$ cat src/rtl/bus_launch_pkg.sv
// Shared types and defaults for the bus synchronizer source-side launcher.
package bus_launch_pkg;

    typedef enum logic [1:0] {
        IDLE = 2'd0,
        HOLD = 2'd1,
        GAP  = 2'd2
    } launch_state_t;

    localparam int unsigned DEF_WIDTH       = 8;
    localparam int unsigned DEF_HOLD_CYCLES = 8;
    localparam int unsigned DEF_GAP_CYCLES  = 8;

    // Counter holds at most max(hold,gap)-1; never narrower than one bit.
    function automatic int unsigned cnt_width(input int unsigned hold, input int unsigned gap);
        int unsigned m;
        m = (hold > gap) ? hold : gap;
        return (m <= 2) ? 1 : $clog2(m);
    endfunction

endpackage

$ cat src/rtl/bus_launch_if.sv
// Valid/ready word input plus the launched bus/level toward the destination domain.
interface bus_launch_if
    import bus_launch_pkg::*;
#(
    parameter int unsigned WIDTH = DEF_WIDTH
);
    logic [WIDTH-1:0] in_data;
    logic             in_valid;
    logic             in_ready;
    logic [WIDTH-1:0] unsync_bus;
    logic             bus_en;
    logic             busy;

    modport master (
        output in_data, in_valid,
        input  in_ready, unsync_bus, bus_en, busy
    );

    modport slave (
        input  in_data, in_valid,
        output in_ready, unsync_bus, bus_en, busy
    );
endinterface

$ cat src/rtl/bus_launch_skid.sv
// One-entry valid/ready holding register; accepts only while empty.
module bus_launch_skid
    import bus_launch_pkg::*;
#(
    parameter int unsigned WIDTH = DEF_WIDTH
) (
    input  logic             clk,
    input  logic             rst,
    input  logic [WIDTH-1:0] in_data,
    input  logic             in_valid,
    output logic             in_ready,
    output logic [WIDTH-1:0] out_data,
    output logic             out_valid,
    input  logic             out_ready
);
    logic             valid_q, valid_d;
    logic [WIDTH-1:0] data_q, data_d;

    always_comb begin
        valid_d = valid_q;
        data_d  = data_q;
        if (in_valid && !valid_q) begin
            valid_d = 1'b1;
            data_d  = in_data;
        end else if (out_ready && valid_q) begin
            valid_d = 1'b0;
        end
    end

    always_ff @(posedge clk) begin
        if (!rst) begin
            valid_q <= 1'b0;
            data_q  <= '0;
        end else begin
            valid_q <= valid_d;
            data_q  <= data_d;
        end
    end

    assign in_ready  = !valid_q;
    assign out_valid = valid_q;
    assign out_data  = data_q;
endmodule

$ cat src/rtl/bus_launch_ctrl.sv
// Source-domain launcher: holds unsync_bus stable while bus_en is high and through the gap.
// Optional one-word skid buffer enabled by defining BUS_LAUNCH_SKID_EN.
module bus_launch_ctrl
    import bus_launch_pkg::*;
#(
    parameter int unsigned WIDTH       = DEF_WIDTH,
    parameter int unsigned HOLD_CYCLES = DEF_HOLD_CYCLES,
    parameter int unsigned GAP_CYCLES  = DEF_GAP_CYCLES
) (
    input  logic        clk,
    input  logic        rst,
    bus_launch_if.slave bus
);
    localparam int unsigned CNT_W = cnt_width(HOLD_CYCLES, GAP_CYCLES);

    if (HOLD_CYCLES < 1 || GAP_CYCLES < 1) begin : g_param_chk
        $error("bus_launch_ctrl: HOLD_CYCLES and GAP_CYCLES must both be >= 1");
    end

    launch_state_t    state_q, state_d;
    logic [CNT_W-1:0] cnt_q, cnt_d;
    logic             bus_en_q, bus_en_d;
    logic [WIDTH-1:0] unsync_bus_q, unsync_bus_d;
    logic             launch;
    logic [WIDTH-1:0] launch_data;

`ifdef BUS_LAUNCH_SKID_EN
    logic             skid_valid;
    logic [WIDTH-1:0] skid_data;
    logic             skid_pop;
    logic             skid_ready;

    // Words arriving in IDLE with the skid empty bypass it and launch directly.
    bus_launch_skid #(.WIDTH(WIDTH)) u_skid (
        .clk       (clk),
        .rst       (rst),
        .in_data   (bus.in_data),
        .in_valid  (bus.in_valid && (state_q != IDLE)),
        .in_ready  (skid_ready),
        .out_data  (skid_data),
        .out_valid (skid_valid),
        .out_ready (skid_pop)
    );

    assign bus.in_ready = skid_ready;
`else
    assign bus.in_ready = (state_q == IDLE);
`endif

    always_comb begin
        state_d      = state_q;
        cnt_d        = cnt_q;
        bus_en_d     = bus_en_q;
        unsync_bus_d = unsync_bus_q;
        launch       = 1'b0;
        launch_data  = bus.in_data;
`ifdef BUS_LAUNCH_SKID_EN
        skid_pop     = 1'b0;
`endif
        unique case (state_q)
            IDLE: begin
`ifdef BUS_LAUNCH_SKID_EN
                if (skid_valid) begin
                    launch      = 1'b1;
                    launch_data = skid_data;
                    skid_pop    = 1'b1;
                end else if (bus.in_valid) begin
                    launch = 1'b1;
                end
`else
                if (bus.in_valid) begin
                    launch = 1'b1;
                end
`endif
            end
            HOLD: begin
                if (cnt_q == '0) begin
                    bus_en_d = 1'b0;
                    cnt_d    = CNT_W'(GAP_CYCLES - 1);
                    state_d  = GAP;
                end else begin
                    cnt_d = cnt_q - 1'b1;
                end
            end
            GAP: begin
                if (cnt_q == '0) begin
`ifdef BUS_LAUNCH_SKID_EN
                    if (skid_valid) begin
                        launch      = 1'b1;
                        launch_data = skid_data;
                        skid_pop    = 1'b1;
                    end else begin
                        state_d = IDLE;
                    end
`else
                    state_d = IDLE;
`endif
                end else begin
                    cnt_d = cnt_q - 1'b1;
                end
            end
            default: state_d = IDLE;
        endcase
        if (launch) begin
            unsync_bus_d = launch_data;
            bus_en_d     = 1'b1;
            cnt_d        = CNT_W'(HOLD_CYCLES - 1);
            state_d      = HOLD;
        end
    end

    always_ff @(posedge clk) begin
        if (!rst) begin
            state_q      <= IDLE;
            cnt_q        <= '0;
            bus_en_q     <= 1'b0;
            unsync_bus_q <= '0;
        end else begin
            state_q      <= state_d;
            cnt_q        <= cnt_d;
            bus_en_q     <= bus_en_d;
            unsync_bus_q <= unsync_bus_d;
        end
    end

    assign bus.unsync_bus = unsync_bus_q;
    assign bus.bus_en     = bus_en_q;
    assign bus.busy       = (state_q != IDLE);
endmodule
$ cat src/flat_wrapper.sv
// flat-port wrapper written by rule: the top's interface ports become plain ports
module bus_launch_ctrl_flat import bus_launch_pkg::*;
#(
    parameter int unsigned WIDTH       = DEF_WIDTH,
    parameter int unsigned HOLD_CYCLES = DEF_HOLD_CYCLES,
    parameter int unsigned GAP_CYCLES  = DEF_GAP_CYCLES
)
  (clk, rst, bus_in_data, bus_in_valid, bus_in_ready, bus_unsync_bus, bus_bus_en, bus_busy);
  bus_launch_if #(.WIDTH(WIDTH)) bus_i ();
  input  logic clk;
  input  logic rst;
  input wire logic [$bits(bus_i.in_data)-1:0] bus_in_data;
  input wire logic [$bits(bus_i.in_valid)-1:0] bus_in_valid;
  output wire logic [$bits(bus_i.in_ready)-1:0] bus_in_ready;
  output wire logic [$bits(bus_i.unsync_bus)-1:0] bus_unsync_bus;
  output wire logic [$bits(bus_i.bus_en)-1:0] bus_bus_en;
  output wire logic [$bits(bus_i.busy)-1:0] bus_busy;
  assign bus_i.in_data = bus_in_data;
  assign bus_i.in_valid = bus_in_valid;
  assign bus_in_ready = bus_i.in_ready;
  assign bus_unsync_bus = bus_i.unsync_bus;
  assign bus_bus_en = bus_i.bus_en;
  assign bus_busy = bus_i.busy;
  bus_launch_ctrl #(.WIDTH(WIDTH), .HOLD_CYCLES(HOLD_CYCLES), .GAP_CYCLES(GAP_CYCLES)) u_core (.clk(clk), .rst(rst), .bus(bus_i));
endmodule
$ cat config.mk
export PLATFORM = sky130hd
export DESIGN_NAME = bus_launch_ctrl_flat
export DESIGN_NICKNAME = d
export VERILOG_FILES = /design/src/rtl/bus_launch_pkg.sv /design/src/rtl/bus_launch_if.sv /design/src/rtl/bus_launch_skid.sv /design/src/rtl/bus_launch_ctrl.sv /design/src/flat_wrapper.sv
export SDC_FILE = /design/constraint.sdc
export NUM_CORES = 1
export LEC_CHECK = 0
export CAP_MARGIN = 20
export CORE_MARGIN = 4
export CORE_UTILIZATION = 39
export DETAILED_ROUTE_END_ITERATION = 12
export PLACE_DENSITY = 0.73
export SYNTH_ARGS = -nofsm -noshare
export SYNTH_HDL_FRONTEND = slang
export SYNTH_SLANG_ARGS = --single-unit
$ cat constraint.sdc
create_clock -name clk -period 1.5 [get_ports clk]
set_clock_uncertainty 0.15 [all_clocks]
set_input_delay 0.3 -clock clk [delete_from_list [all_inputs] [get_ports clk]]
set_output_delay 0.3 -clock clk [all_outputs]
set_load 0.005 [all_outputs]
After elaboration in Yosys (flattened, before gate mapping)
Index checks and enable logic that the tools add are counted.
W data, S select, Z words.
{ "classes": {"addsub": 1, "mul": 0, "div": 0, "order_cmp": 0, "n_eq_ne": 8, "n_shift": 0, "mux": 13, "bitwise": 2, "reduce_logical": 11} }
{ "op_table": {"columns": ["op", "n"], "rows": [
  ["$mux W3", 3],
  ["$mux W1", 6],
  ["$ne A2 B1 Y1 const B", 3],
  ["$ne A3 B1 Y1 const B", 2],
  ["$pmux W2 S3", 1],
  ["$pmux W3 S2", 1],
  ["$reduce_and A3 Y1", 2],
  ["$reduce_bool A2 Y1", 3],
  ["$mux W2", 2],
  ["$reduce_and A2 Y1", 2],
  ["$logic_not A3 Y1", 1],
  ["$ne A3 B2 Y1 const B", 1],
  ["$reduce_bool A3 Y1", 1],
  ["$sub A3 B1 Y3 const B", 1],
  ["$eq A2 B1 Y1 const B", 1],
  ["$eq A2 B2 Y1 const B", 1],
  ["$logic_not A2 Y1", 1],
  ["$not A1 Y1", 2],
  ["$reduce_or A2 Y1", 1]
]} }
{ "word_totals": {"register_bits": 14, "latch_bits": 0, "ram_bits": 0, "rom_bits": 0, "inputBits": 11, "out_inout_bits": 11, "wordCells": 40, "memories": 0} }

Longest topological paths before layout
Gate-level depths: netlist of run 1.
{ "logic_depth": {"depth_word": 4, "mapped_depth": 6, "mapped_depth_nobuf": 5} }

Least setup slack after synthesis of run 1
No wires, ideal clock.
{ "synth_timing": {"kind": "register to register", "startpoint": "register u_core.state_q[1]", "endpoint": "register u_core.cnt_q[1]", "setup_ns": 0.122, "arrival_time_ns": 1.173, "t_required_ns": 1.228, "setup_slack_ns": 0.056, "stages_incl_launch_ff": 5, "period_less_slack_ns": 1.444, "cell_sequence": "dfxtp_1 -> inv_1 -> ha_1 -> a21boi_1 -> o311a_1"} }
{ "synth_via": {"elab_chain_len": 4, "word_cells_on_any_way": 9, "cone_classes": "eq/ne: 3; mux: 3; reduce/logical: 3"} }
{ "synth_rtl": {"columns": ["element", "line", "source"], "rows": [
  ["from (decl)", "bus_launch_ctrl.sv:20", "launch_state_t state_q, state_d;"],
  ["from (signal assigned)", "bus_launch_ctrl.sv:119", "state_q <= state_d;"],
  ["$logic_not A2 Y1", "bus_launch_ctrl.sv:60", "unique case (state_q)"],
  ["$mux W1", "bus_launch_ctrl.sv:60", null],
  ["$ne A3 B2 Y1 (no source line) or $reduce_bool A3 Y1 (tied branches)", null, null],
  ["$reduce_and A2 Y1 (no source line)", null, null],
  ["to (signal assigned)", "bus_launch_ctrl.sv:120", "cnt_q <= cnt_d;"],
  ["to (decl)", "bus_launch_ctrl.sv:21", "logic [CNT_W-1:0] cnt_q, cnt_d;"]
]} }
Parallel ways exist; a longest one is shown, timed or not.
A chain may end at the register's enable or synchronous reset.

Worst setup path after layout of run 1
{ "layout_timing": {"startpoint": "register u_core.state_q[0]", "endpoint": "output bus_busy"} }
{ "layout_via": {"elab_chain_len": 1} }
{ "layout_rtl": {"columns": ["element", "line", "source"], "rows": [
  ["$reduce_bool A2 Y1", "bus_launch_ctrl.sv:128", "assign bus.busy = (state_q != IDLE);"],
  ["to (decl)", "flat_wrapper.sv:17", "output wire logic [$bits(bus_i.busy)-1:0] bus_busy;"]
]} }
No other way between the ends.

==> impl_metrics.ini, run 1 <==
[global_routing]
antenna_found_initial = 0
grt_max_degree = 13
grt_pass1_wl_um = 2553
grt-ovfl-total = 0
grt_pass1_vias = 577
track_usage_pct = 13.72

[clock_tree]
htree_levels = 1
numClockSinks = 14
clockBufferDepth = 2
clk_pin_slew_ns = 0.08
root_buffer = clkbuf_4
cts_tree = built
clock_latency_ns = 0.28
numCtsBuffers = 3

[critical_path]
worstReg2RegEnd = u_core.cnt_q[1]
reg2reg_slack_ns = 0.08
path_max_fanout = 3
crit_chain = inv_2, ha_4, inv_2, buf_2
cp-endpoint = bus_busy
crit_start = u_core.state_q[0]
start_kind = flip-flop
reg2reg_depth = 5
critPathArrivalTime_ns = 0.98
slowest_stage = dfxtp_2
cp_slowest_stage_delay_ns = 0.33
r2r-start = u_core.cnt_q[0]
end_kind = output pin
critPathKind = flip-flop to output pin
required_ns = 1.05
crit_top_cell = inv_2

[placement]
dp_hpwl_um = 1078
place.gp.congestion = 0.7391
port_buffers = 21

[timing]
max-slew-margin-rel_pct = 87.31
slew_viol_final = 0
hold_viol = 0
setup_viol = 0
setup_tns_ns = 0
fin_crit_sh_pct = 95.17
fin_crit_ns = 1.428
rsz0062_at_grt = no
max_freq_mhz = 700.5
tightest_slew_ns = 0.1883

[power]
pwr-share-comb_pct = 30.5
swShare_pct = 28.78
finalPower_mw = 0.9122
peakVddDrop_mv = 0.5411
p_sw_mw = 0.2626
power.share.clock_pct = 22.8
p_leak_nw = 0.4397
internal_power_mw = 0.6497
powerDensity_nw_per_um2 = 926.4
pwr-share-seq_pct = 46.7

[drt]
wirelength_um = 1505
avgViaCountPerCell = 5.016
routedWlPerCell_um = 12.14
vias = 622
drtPass1Iterations = 4
drtAntennaViolNets = 0
drtIter0Drc = 7
drc_errors = 0

[synth]
synthFlopType = dfxtp_1
ys_seq_area_share_pct = 42.34
syn-num-nets = 93
ys_warn_count = 0
synth_most_common_cell = nand2_1
synth_seq_cells = 14
synth_top_cell_by_area = dfxtp_1
syn_avg_cell_area_um2 = 8.596
synth_edf_count = 0
yosys-top-cells-area = dfxtp_1 42%, a21boi_0 11%, nand2_1 11%
yosysUniqueCellTypes = 21
netlist_instances = 77
netlist_area_um2 = 661.9
synth_top_area_share_pct = 42.34
synth_commonest_cells = 19 x nand2_1, 14 x dfxtp_1, 10 x a21boi_0
synthArstFlopShare_pct = 0

[die]
initial_utilization_pct = 42.46
num_rows = 14
die_height_um = 49.20
io_pins = 22
core_um2 = 1559
die_area_um2 = 2420
die_x_um = 49.20

[min_path]
worstHoldPathType = flip-flop to flip-flop

[final_layout]
drive_gt1_share_pct = 23.15
nFillCells = 146
multi_input_area_um2 = 364.1
area_growth_pct = 48.77
layout.nets = 126
n_antenna_cell = 0
register_area_um2 = 284.0

[flow_run]
cap_violations = 0

[outcome]
outcome = finished, final reports clean
## metal layers
layer	part of all wire [%]	wire, um	vias to the layer above	GRT usage, %
li1	-	-	328	-
met1	45	677	270	16.88
met2	45	677	20	20.76
met3	8.0	120	4	3.976
met4	1.9	29	0	8.531
met5	0	0	-	0
## layout make-up
class | instances | area share [%]
multi-input cells | 53 | 36.98
flip-flops and latches | 14 | 28.84
clock buffers | 3 | 2.287
repair buffers | 31 | 27.19
well taps | 16 | 2.033
inverters | 7 | 2.668
## logic make-up (layout without fill, tap and decap cells)
logic type	after synthesis	in the layout	share of synthesized area, %
AO/OA/AOI/OAI	22	22	23.63
adder cells (fa/ha/maj)	5	5	9.452
AND/OR/NAND/NOR	26	26	17.58
buffers and inverters	10	41	6.994
flip-flops	14	14	42.34
## what timing repair did
action / CTS / global route
buffers inserted: 1 / 0
resized for setup: 22 / 9
endpoints found under the setup margin: 11 / 13
pin swaps: 1 / 2
hold buffers: 0 / 0
## worst min-delay path by stage
| stage | startpoint | end | slack [ns] | depth (start not counted) |
|---|---|---|---|---|
| 6_report | u_core.bus.unsync_bus[2] | u_core.bus.unsync_bus[2] | 0.30 | 2 |
| 3_3_place_gp | u_core.bus.unsync_bus[1] | u_core.bus.unsync_bus[1] | 0.30 | 2 |
| 5_1_grt | u_core.bus.unsync_bus[2] | u_core.bus.unsync_bus[2] | 0.34 | 2 |
| 2_1_floorplan | bus_in_data[1] | u_core.bus.unsync_bus[1] | 0.29 | 2 |
| 3_5_place_dp | u_core.bus.unsync_bus[1] | u_core.bus.unsync_bus[1] | 0.31 | 2 |
| 4_1_cts | u_core.bus.unsync_bus[1] | u_core.bus.unsync_bus[1] | 0.31 | 2 |
## power groups by stage
stage	combinational, mW	sequential [mW]	clock, mW
after floorplan	0.132	0.434	0
after global placement	0.258	0.432	0
after detailed placement	0.264	0.433	0
after CTS	0.264	0.426	0.217
after global routing	0.314	0.430	0.237
final	0.278	0.426	0.208
## critical path, delay by kind of cell, from the launching register on
kind       cells  cell delay (ns)
flops          1             0.33
buf+inv        3             0.23
fa+ha+maj      1             0.15
## layout by cell type (no fill, tap or decap), drive strengths merged
master and instances:
ha 5, nand4 2, nor2b 1, nand2 19
o311a 2, a21oi 3, a32oi 1, o22ai 1
and2b 1, nand3 1, dlygate4sd2 9, clkdlybuf4s50 10
a21boi 11, buf 11, inv 7, o21ai 3
and2 1, o2111ai 1, dfxtp 14, clkbuf 4
nand2b 1
## through the flow
stage          instances  instance area [um2]  hold WS (ns)  util [%]  setup WS (ns)
2_1_floorplan         77                661.9        0.2949         -        0.05567
3_3_place_gp         120                939.7        0.3006     60.27        -0.1267
3_5_place_dp         120                939.7        0.3058     60.27        -0.1517
4_1_cts              124                975.9        0.3145     62.60       -0.01703
5_1_grt              124                984.7        0.3369     63.16       0.002123
6_report             124                984.7        0.2996     63.16        0.07248
## flip-flops by register name (all words and copies together), names as in the netlist
name                   flops
u_core.bus.bus_en          1
u_core.bus.unsync_bus      8
u_core.cnt_q               3
u_core.state_q             2
No activity file was read; power rests on OpenSTA's default activity.
==> run 2: changes to the inputs <==
--- a/config.mk
+++ b/config.mk
@@ -6,7 +6,6 @@
 export NUM_CORES = 1
 export LEC_CHECK = 0
 export CAP_MARGIN = 20
-export CORE_MARGIN = 4
 export CORE_UTILIZATION = 39
 export DETAILED_ROUTE_END_ITERATION = 12
 export PLACE_DENSITY = 0.73
==> run 2 against run 1 <==
  * Design area is 1.3% higher
  * Via count up 3.2%
  * Cell count unchanged
  * First-iteration DRC count is the same
  * Clock power is 31% higher
  * Largest power group unchanged
==> impl_metrics.ini, run 2 (synthesis gave the netlist of run 1 again) <==
[power]
p_leak_nw = 0.4432
p_sw_mw = 0.2711
powerDensity_nw_per_um2 = 975.8
peakVddDrop_mv = 0.7682
power.share.clock_pct = 27.9
pwr-share-comb_pct = 28.0
internal_power_mw = 0.7020
pwr-share-seq_pct = 44.1
swShare_pct = 27.86

[critical_path]
required_ns = 1.05
critPathArrivalTime_ns = 0.98
crit_chain = inv_2, ha_4, inv_2, buf_2
crit_top_cell = inv_2
slowest_stage = dfxtp_2
end_kind = output pin
critPathKind = flip-flop to output pin
start_kind = flip-flop
path_max_fanout = 3
cp_slowest_stage_delay_ns = 0.34

[drt]
drtPass1Iterations = 4
drtAntennaViolNets = 0
avgViaCountPerCell = 5.177
wirelength_um = 1535
vias = 642
routedWlPerCell_um = 12.38
drtIter0Drc = 7
drc_errors = 0

[outcome]
outcome = finished, final reports clean

[final_layout]
n_antenna_cell = 0
area_growth_pct = 50.66
layout_common_cells = 18 x nand2_1, 10 x a21boi_0, 10 x clkdlybuf4s50_1
drive_gt1_share_pct = 27.78
final_common_cell = nand2_1
nFillCells = 134
largest_reg_flops = 8
layout.nets = 125
postLayoutCellArea_um2 = 997.2

[clock_tree]
numCtsBuffers = 3
cts_tree = built
clock_latency_ns = 0.28
root_buffer = clkbuf_4
clockBufferDepth = 2
clk_pin_slew_ns = 0.08
numClockSinks = 14
htree_levels = 1

[global_routing]
grt_max_degree = 13
grt_pass1_vias = 599
antenna_found_initial = 0
track_usage_pct = 17.25
grt-ovfl-total = 0
grt_pass1_wl_um = 2373

[die]
core_um2 = 1541
die_area_um2 = 1866
die_height_um = 43.20
initial_utilization_pct = 42.94
num_rows = 14
io_pins = 22
die_x_um = 43.20

[timing]
fin_ws_ns = 0.07025
fin_crit_sh_pct = 95.32
tightest_slew_ns = 0.1947
max_freq_mhz = 699.4
slew_viol_final = 0
fin_crit_ns = 1.430
max-slew-margin-rel_pct = 86.99
setup_viol = 0
rsz0062_at_grt = no
hold_viol = 0

[placement]
dp_slack_ns = -0.1165
place.gp.congestion = 0.7912
placed_area_um2 = 932.1
port_buffers = 21
dp_hpwl_um = 1042

[min_path]
worstHoldPathType = flip-flop to flip-flop

[flow_run]
cap_violations = 0
## run 2: layout make-up
type	instances	area [um2]	area share, %
inverters	7	26.28	2.635
flip-flops and latches	14	290.3	29.11
clock buffers	4	36.28	3.639
well taps	16	20.02	2.008
multi-input cells	53	364.1	36.51
repair buffers	30	260.3	26.10
## run 2: per-stage QoR
stage / cells / util [%] / hold slack, ns / setup TNS, ns / power [mW]
finish: 124 / 64.69 / 0.3101 / 0 / 0.9731
global route: 124 / 64.69 / 0.3338 / 0 / 1.024
CTS: 124 / 63.72 / 0.3138 / 0 / 0.9607
detailed placement: 119 / 60.47 / 0.3061 / -0.4835 / 0.6969
global placement: 119 / 60.47 / 0.2991 / -0.2558 / 0.6886
floorplan: 77 / - / 0.2949 / 0 / 0.5663
## run 2: path summary, 6_finish.rpt
path | start | end | slack [ns] | depth (start not counted)
max | u_core.state_q[0] | bus_busy | 0.07 | 4
min reg2reg | u_core.bus.unsync_bus[5] | u_core.bus.unsync_bus[5] | 0.31 | 2
min | u_core.bus.unsync_bus[5] | u_core.bus.unsync_bus[5] | 0.31 | 2
max reg2reg | u_core.state_q[0] | u_core.cnt_q[1] | 0.07 | 5
## run 2: critical path: cells and delay by family (launching register included)
family                   cells  cell delay, ns
flip-flops                   1            0.34
adder cells (fa/ha/maj)      1            0.16
buffers and inverters        3            0.20
## run 2: what timing repair did
item / CTS / global route
pin swaps: 1 / 1
setup buffers: 1 / 0
hold buffers: 0 / 0
gates resized for setup: 28 / 6
setup endpoints to repair: 23 / 12
gates cloned: 0 / 0
## run 2: layer usage
layer | routed length [um] | vias to the layer above | global-route usage (%)
met5 | 0 | - | 0
met4 | 30 | 0 | 9.091
met3 | 104 | 5 | 4.681
met2 | 715 | 23 | 28.96
met1 | 683 | 290 | 19.58
li1 | - | 324 | -
## run 2: power by group through the flow
stage	Sequential, mW	Combinational, mW	Clock [mW]
3_3_place_gp	0.432	0.256	0
3_5_place_dp	0.434	0.263	0
6_report	0.429	0.273	0.272
4_1_cts	0.428	0.256	0.276
2_1_floorplan	0.434	0.132	0
5_1_grt	0.433	0.302	0.289
